[config.mk]
export PLATFORM = sky130hd
export DESIGN_NAME = uart_rx
export DESIGN_NICKNAME = d
export VERILOG_FILES = /design/src/rtl/uart_pkg.sv /design/src/rtl/uart_baud_gen.sv /design/src/rtl/uart_rx.sv
export SDC_FILE = /design/constraint.sdc
export NUM_CORES = 1
export LEC_CHECK = 0
export CAP_MARGIN = 15
export CORE_ASPECT_RATIO = 1.1
export CORE_UTILIZATION = 58
export CTS_CLUSTER_DIAMETER = 50
export DETAILED_ROUTE_END_ITERATION = 6
export HOLD_SLACK_MARGIN = 0.03
export PLACE_DENSITY = 0.79
export SKIP_LAST_GASP = 1
export SLEW_MARGIN = 0
export SYNTH_ARGS = -nofsm -noshare
export SYNTH_HDL_FRONTEND = slang
export SYNTH_SLANG_ARGS = --single-unit
[constraint.sdc]
create_clock -name clk_glb -period 2.6 [get_ports clk_glb]
set_input_delay 0.26 -clock clk_glb [delete_from_list [all_inputs] [get_ports clk_glb]]
set_output_delay 0.26 -clock clk_glb [all_outputs]
set_load 0.1 [all_outputs]
[src/rtl/uart_pkg.sv]
// Shared UART definitions: FSM states, parity modes and baud divider helper.
// Used by both the receive and transmit ends of the link.
package uart_pkg;

  typedef enum logic [2:0] {
    IDLE,
    START,
    DATA,
    PAR,
    STOP,
    WAIT_HI
  } state_t;

  typedef enum logic [1:0] {
    PAR_NONE,
    PAR_EVEN,
    PAR_ODD
  } parity_t;

  function automatic int tick_div(
    input int clk_freq,
    input int baud_rate,
    input int oversample
  );
    return clk_freq / (baud_rate * oversample);
  endfunction

  // Maps the textual PARITY parameter onto a mode code.
  function automatic parity_t parity_mode(input logic [31:0] s);
    if (s == 32'("even")) return PAR_EVEN;
    if (s == 32'("odd")) return PAR_ODD;
    return PAR_NONE;
  endfunction

endpackage

[src/rtl/uart_baud_gen.sv]
// Free-running tick generator: one-cycle pulse every tick_div clocks.
// Serves as the oversample clock enable for the UART FSMs.
module uart_baud_gen
  import uart_pkg::*;
#(
  parameter int CLK_FREQ   = 50_000_000,
  parameter int BAUD_RATE  = 9600,
  parameter int OVERSAMPLE = 16
) (
  input  logic clk_glb,
  input  logic rst_n,
  output logic tick
);

  localparam int DIV = tick_div(CLK_FREQ, BAUD_RATE, OVERSAMPLE);
  localparam int CW  = (DIV > 1) ? $clog2(DIV) : 1;
  localparam logic [CW-1:0] TOP = CW'(DIV - 1);

  logic [CW-1:0] cnt;

  always_ff @(posedge clk_glb) begin
    if (!rst_n) begin
      cnt <= '0;
    end else if (cnt == TOP) begin
      cnt <= '0;
    end else begin
      cnt <= cnt + 1'b1;
    end
  end

  assign tick = (cnt == TOP);

endmodule

[src/rtl/uart_rx.sv]
// UART receiver: 16x oversampled start detect, mid-bit sampling,
// single-entry valid/ready output register with error flags.
module uart_rx
  import uart_pkg::*;
#(
  parameter int WORD_LENGTH = 8,
  parameter     PARITY      = "none",
  parameter int STOP_BITS   = 1,
  parameter int BAUD_RATE   = 9600,
  parameter int CLK_FREQ    = 50_000_000,
  parameter int OVERSAMPLE  = 16
) (
  input  logic                   clk_glb,
  input  logic                   rst_n,
  input  logic                   rx_in,
  output logic [WORD_LENGTH-1:0] rx_data,
  output logic                   rx_valid,
  input  logic                   rx_ready,
  output logic                   parity_err,
  output logic                   frame_err,
  output logic                   overrun_err,
  output logic                   rx_busy
);

  localparam parity_t PMODE = parity_mode(PARITY);
  localparam int SW = $clog2(OVERSAMPLE);
  localparam int BW = $clog2(WORD_LENGTH + 1);
  localparam logic [SW-1:0] MID  = SW'(OVERSAMPLE / 2 - 1);
  localparam logic [SW-1:0] LAST = SW'(OVERSAMPLE - 1);
  localparam logic [BW-1:0] WLAST = BW'(WORD_LENGTH - 1);
  localparam logic [BW-1:0] SLAST = BW'(STOP_BITS - 1);

  logic                   tick;
  logic [1:0]             sync;
  logic                   rx_s;
  state_t                 state;
  logic [SW-1:0]          scnt;
  logic [BW-1:0]          bcnt;
  logic [WORD_LENGTH-1:0] shreg;
  logic                   perr;
  logic                   ferr;
  logic                   ferr_n;
  logic                   exp_par;
  logic                   dlv;

  uart_baud_gen #(
    .CLK_FREQ  (CLK_FREQ),
    .BAUD_RATE (BAUD_RATE),
    .OVERSAMPLE(OVERSAMPLE)
  ) u_baud (
    .clk_glb(clk_glb),
    .rst_n  (rst_n),
    .tick   (tick)
  );

  always_ff @(posedge clk_glb) begin
    if (!rst_n) begin
      sync <= 2'b11;
    end else begin
      sync <= {sync[0], rx_in};
    end
  end

  assign rx_s    = sync[1];
  assign exp_par = (PMODE == PAR_ODD) ? ~^shreg : ^shreg;
  assign ferr_n  = ferr | ~rx_s;
  assign rx_busy = (state != IDLE);

  // scnt is re-zeroed at mid start bit, so every LAST lands mid-bit.
  always_ff @(posedge clk_glb) begin
    if (!rst_n) begin
      state <= IDLE;
      scnt  <= '0;
      bcnt  <= '0;
      shreg <= '0;
      perr  <= 1'b0;
      ferr  <= 1'b0;
      dlv   <= 1'b0;
    end else begin
      dlv <= 1'b0;
      if (tick) begin
        unique case (state)
          IDLE: begin
            if (!rx_s) begin
              scnt  <= '0;
              state <= START;
            end
          end
          START: begin
            if (scnt == MID) begin
              if (rx_s) begin
                state <= IDLE;
              end else begin
                scnt  <= '0;
                bcnt  <= '0;
                perr  <= 1'b0;
                ferr  <= 1'b0;
                state <= DATA;
              end
            end else begin
              scnt <= scnt + 1'b1;
            end
          end
          DATA: begin
            if (scnt == LAST) begin
              scnt  <= '0;
              shreg <= {rx_s, shreg[WORD_LENGTH-1:1]};
              if (bcnt == WLAST) begin
                bcnt  <= '0;
                state <= (PMODE == PAR_NONE) ? STOP : PAR;
              end else begin
                bcnt <= bcnt + 1'b1;
              end
            end else begin
              scnt <= scnt + 1'b1;
            end
          end
          PAR: begin
            if (scnt == LAST) begin
              scnt  <= '0;
              perr  <= (rx_s != exp_par);
              state <= STOP;
            end else begin
              scnt <= scnt + 1'b1;
            end
          end
          STOP: begin
            if (scnt == LAST) begin
              scnt <= '0;
              ferr <= ferr_n;
              if (bcnt == SLAST) begin
                bcnt  <= '0;
                dlv   <= 1'b1;
                state <= ferr_n ? WAIT_HI : IDLE;
              end else begin
                bcnt <= bcnt + 1'b1;
              end
            end else begin
              scnt <= scnt + 1'b1;
            end
          end
          WAIT_HI: begin
            if (rx_s) state <= IDLE;
          end
          default: state <= IDLE;
        endcase
      end
    end
  end

  always_ff @(posedge clk_glb) begin
    if (!rst_n) begin
      rx_data     <= '0;
      rx_valid    <= 1'b0;
      parity_err  <= 1'b0;
      frame_err   <= 1'b0;
      overrun_err <= 1'b0;
    end else if (dlv) begin
      rx_data     <= shreg;
      parity_err  <= perr;
      frame_err   <= ferr;
      overrun_err <= rx_valid && !rx_ready;
      rx_valid    <= 1'b1;
    end else if (rx_valid && rx_ready) begin
      rx_valid <= 1'b0;
    end
  end

endmodule

Word level (Yosys, flattened, before mapping)
Index checks and enable logic that the tools add are counted.
- logic and storage cells: 91
- output and inout bits: 13
- input port bits: 4
- register bits after elaboration: 45
- bitwise logic cells: 3
- $add $sub $neg: 3
- multiplexer cells: 31
- reduce and logical (&&, ||, !) cells: 21
- equal/unequal tests: 19
- operators with widths (cell ; count):
    2-to-1 mux 4 bit ; 9
    2-to-1 mux 3 bit ; 9
    case mux 4 bit (3 select lines) ; 2
    inequality test 2 bit (second input constant) ; 9
    case mux 3 bit (6 select lines) ; 1
    AND reduction 5 bit ; 2
    adder 9 x 1 -> 9 bit (second input constant) ; 1
    equality test 9 bit (second input constant) ; 1
    AND reduction 9 bit ; 1
    nonzero test 3 bit ; 3
    adder 4 x 1 -> 4 bit (second input constant) ; 2
    equality test 4 x 3 -> 1 bit (second input constant) ; 2
    parity 8 bit ; 1
    2-to-1 mux 1 bit ; 7
    equality test 3 x 2 -> 1 bit (second input constant) ; 2
    equality test 3 bit (second input constant) ; 2
    AND reduction 6 bit ; 1
    nonzero test 2 bit ; 3
    equality test 4 bit (second input constant) ; 1
    logical NOT 4 bit ; 1
    case mux 1 bit (2 select lines) ; 2
    AND reduction 4 bit ; 1
    equality test 3 x 1 -> 1 bit (second input constant) ; 1
    logical NOT 3 bit ; 1
    other kinds (10) ; 12

Logic depth before layout (Yosys ltp)
- depth after elaboration: 6
- gate-level depth with buffers: 7
- mapped depth without buffers: 7

By module
Synthesis repeated with hierarchy kept, for this count alone.
- cell total of the unflattened synthesis: 246
- area, all modules: 2193.4 um^2
- by module, submodules not included (module ; sequential area each (um^2) ; instances ; cells an instance ; area each (um^2)):
    uart_rx ; 720.7 ; 1 ; 201 ; 1780.5
    uart_baud_gen ; 180.2 ; 1 ; 45 ; 412.9

Worst setup path before layout
Ideal clock, no wire load.
- kind: register to register
- start: register scnt[1]
- end: register bcnt[2]
- slack: 0.745 ns
- library setup time: 0.067 ns
- stages on the path, launching flop included: 7
- data arrival time: 1.787 ns
- clock period less this slack: 1.855 ns
- required time: 2.533 ns
- path buffers: 0
- path through: dfxtp_1 > ha_1 > and4b_1 > a21boi_0 > o21bai_4 > a2111o_1 > a21oi_2
- cells in the longest elaborated chain, start to end: 3
- elaborated cells on any way between the ends: 6
- classes of those cells: eq/ne (5); reduce/logical (1)
- ends and longest elaborated chain (item ; line ; source):
    from (decl) ; uart_rx.sv:37 ; logic [SW-1:0] scnt;
    from (signal assigned) ; uart_rx.sv:101 ; scnt <= scnt + 1'b1;
    from (signal assigned) ; uart_rx.sv:115 ; scnt <= scnt + 1'b1;
    from (signal assigned) ; uart_rx.sv:124 ; scnt <= scnt + 1'b1;
    equality test 4 bit / equality test 4 x 3 -> 1 bit (equally long branches) ; uart_rx.sv:105, uart_rx.sv:128, uart_rx.sv:90 ;
    inequality test 2 bit (no line) ; n/a ;
    AND reduction 6 bit (no line) * ; n/a ;
    to (signal assigned) ; uart_rx.sv:112 ; bcnt <= bcnt + 1'b1;
    to (signal assigned) ; uart_rx.sv:136 ; bcnt <= bcnt + 1'b1;
    to (decl) ; uart_rx.sv:38 ; logic [BW-1:0] bcnt;
Mark *: on every way between the ends. The rest lies on a longest branch, timed or not.
A chain may end at the register's enable or synchronous reset.

Worst setup path after layout
- start: register state[0]
- end: register bcnt[1]
- cells in the longest elaborated chain, start to end: 3
- elaborated cells on any way between the ends: 10
- classes of those cells: eq/ne (7); mux (1); reduce/logical (2)
- ends and longest elaborated chain (item ; line ; source):
    from (decl) ; uart_rx.sv:36 ; state_t state;
    from (signal assigned) ; uart_rx.sv:110 ; state <= (PMODE == PAR_NONE) ? STOP : PAR;
    from (signal assigned) ; uart_rx.sv:134 ; state <= ferr_n ? WAIT_HI : IDLE;
    equality test 3 x 1 -> 1 bit (tied with other cells) ; uart_rx.sv:82 ; unique case (state)
    inequality test 2 bit (no line) / nonzero test 3 bit (equally long branches) ; n/a ;
    AND reduction 6 bit (no line) ; n/a ;
Parallel ways exist; a longest one is shown, timed or not.

==> flow_summary.yaml <==
clock_network:
  cts-root-buf: "clkbuf_8"
  insertion_delay_ps: 300
  clk_pin_slew_ps: 90
  tritoncts: "built"
  h-tree-depth: 2
  clock_sinks: 45
  ctsLongestPathBuffers: 2
  ctsResizeCount: 0
  cts_setup_buffers: 0
  postCtsHoldBufs: 0
  numCtsBuffers: 5
layout:
  drive_gt1_frac: 0.1274
  area_delta_synth_final_pct: 11.64
  diodes: 0
  nets: 267
worst_setup_path:
  crit_chain: "nand2b_1 > o311ai_4 > o21bai_4 > mux2_2 > nor2_1"
  cp_data_arrival_time_ps: 2370
  path_delay_family: "flip-flops"
  worst-setup-path-type: "register to register"
  cp-start-kind: "register"
  critPathMaxFanout: 18
  worstSetupEndpointType: "register"
  critical_path_buf_inv_count: 0
  max_stage_delay_ps: 700
  crit_slowest_cell: "dfxtp_1"
  cp.required_ps: 2840
timing:
  tns_ps: 0
  finalHoldViolations: 0
  finalMaxSlewViolations: 0
  fin_ws_ps: 466.5
  fin_crit_sh: 0.8206
  rsz0062_at_grt: "no"
  fin_skew_ps: 7.357
  fmax_mhz: 468.7
  period_needed_ps: 2134
  slew_headroom: 0.5592
  worst_pin_slew_ps: 660.3
  setup_viol: 0
routing:
  drc: 0
  antenna_left: 0
  routedWlPerCell_um: 13.21
  wirelength_mm: 4.082
  first_pass_iters: 4
  vias: 1729
  routed_via_density: 5.595
  dr.first_iter.drc_count: 88
hold_path:
  hold_path.class: "register to register"
pwr:
  peakVddDrop_v: 0.0004390
  totalPowerFinal_mw: 1.266
  leakage_nw: 0.8809
  p_per_area_mw_per_mm2: 502.5
floorplanning:
  ios: 17
  die_h_um: 67.43
  initial_utilization: 0.6128
  row_count: 23
  die_w_um: 61.48
  core_mm2: 0.003684
  dieArea_mm2: 0.004146
global_routing:
  gr-total-overflow: 0
  grt_pass1_vias: 1459
  grt_usage: 0.2103
  grt_start_max_net_pins: 32
  antenna_found_initial: 0
  grt_pass1_wl_mm: 6.479
logic_synthesis:
  yosys_warnings: 0
  synth_edf_count: 0
  syn_nets: 255
  ys_ff_latch: 45
  async_flop_share: 0
  ys.flop_type: "dfxtp_1"
  ys_seq_area_frac: 0.3991
  yosysUniqueCellTypes: 54
  netlist_area_mm2: 0.002257
  postSynthAreaPerCell_um2: 9.175
  synthCells: 246
place:
  pre_cts_slack_ps: 512.4
  io_buffers: 16
  gp_congestion: 0.8718
  dpl.hpwl_mm: 2.878
run:
  cap_violations: 0
run_status:
  status: "completed"
[path summary, 6_finish.rpt]
path,from,to,slack [ps],depth (start not counted)
hold / removal,sync[0]$_SDFF_PN1_,sync[1]$_SDFF_PN1_,420,1
setup / recovery,state[0]$_SDFFE_PN0P_,bcnt[1]$_SDFFE_PN0P_,470,5
hold reg to reg,sync[0]$_SDFF_PN1_,sync[1]$_SDFF_PN1_,420,1
setup reg to reg,state[0]$_SDFFE_PN0P_,bcnt[1]$_SDFFE_PN0P_,470,5
[cell families (layout without fill, tap and decap cells)]
logic type      Yosys count  count (layout)  share of synthesized area
mux                      22              22                    0.09811
xor+xnor                 15              15                    0.05821
flops                    45              45                     0.3991
fa+ha+maj                 5               5                    0.02772
compound gates           43              43                     0.1547
simple gates             94              94                     0.2234
buf+inv                  22              35                    0.03880
[report_power, final]
part	switching, mW	internal (mW)	leakage, nW
combinational	0.0208	0.0150	0.462
sequential	0.00774	0.694	0.363
clock	0.240	0.289	0.0554
total	0.268	0.998	0.881
[metrics by stage]
step | std cells | util | area, um2 | hold WS, ps
2_1_floorplan | 246 | - | 2257 | 361.5
3_3_place_gp | 301 | 0.6539 | 2409 | 395.2
3_5_place_dp | 301 | 0.6539 | 2409 | 401.5
4_1_cts | 309 | 0.6841 | 2520 | 425.2
5_1_grt | 309 | 0.6841 | 2520 | 446.7
6_report | 309 | 0.6841 | 2520 | 420.2
[layout by cell type (no fill, tap or decap), types with 3 or more instances in the layout]
cell type / count
buf_4: 15
nand2_1: 12
xor2_1: 7
o21ai_0: 4
nand2b_1: 7
xnor2_1: 8
nor3_1: 3
ha_1: 5
inv_1: 9
dfxtp_1: 45
nand3b_1: 3
mux2i_1: 21
nor2_1: 36
a211oi_1: 3
o211ai_1: 3
clkbuf_8: 5
nand3_1: 12
a21oi_1: 11
a31oi_1: 3
clkdlybuf4s50_1: 3
[synth_stat cells (3+ instances only)]
library cell / number / area share
clkbuf_1: 8 / 0.013
a21oi_1: 11 / 0.024
xor2_1: 7 / 0.027
nand3_1: 12 / 0.027
o21ai_0: 4 / 0.0089
nor2_1: 36 / 0.060
mux2i_1: 21 / 0.093
inv_1: 9 / 0.015
ha_1: 5 / 0.028
nand2b_1: 7 / 0.019
buf_2: 4 / 0.0089
xnor2_1: 8 / 0.031
o211ai_1: 3 / 0.010
nand3b_1: 3 / 0.010
nor3_1: 3 / 0.0066
a211oi_1: 3 / 0.010
dfxtp_1: 45 / 0.40
nand2_1: 12 / 0.020
a31oi_1: 3 / 0.0083
[state kept, by name, summed over array words and instances, names as in the netlist]
name / flops
rx_valid: 1
dlv: 1
parity_err: 1
bcnt: 4
overrun_err: 1
ferr: 1
sync: 2
rx_data: 8
u_baud.cnt: 9
state: 3
shreg: 8
frame_err: 1
scnt: 4
perr: 1
[final cells by class]
class,count,area (um2)
Fill cell,323,1164
Timing Repair Buffer,18,142.6
Clock buffer,6,72.57
Clock inverter,2,38.79
Sequential cell,45,900.9
Tap cell,50,62.56
Multi-Input combinational cell,179,1269
Inverter,9,33.78
[layer usage]
metal | global-route usage | wire [um] | vias up
met5 | 0 | 0 | -
met4 | 0.06944 | 51 | 0
met3 | 0.05747 | 94 | 6
met2 | 0.3414 | 1987 | 22
met1 | 0.2670 | 1948 | 810
li1 | - | - | 891
[worst reg2reg max path, delay by kind of cell, from the launching register on]
kind | cells | cell delay (ps)
AOI/OAI and AO/OA | 2 | 650
DFF | 1 | 700
muxes | 1 | 350
and+or+nand+nor | 2 | 370
(Power assumes the default switching activity.)
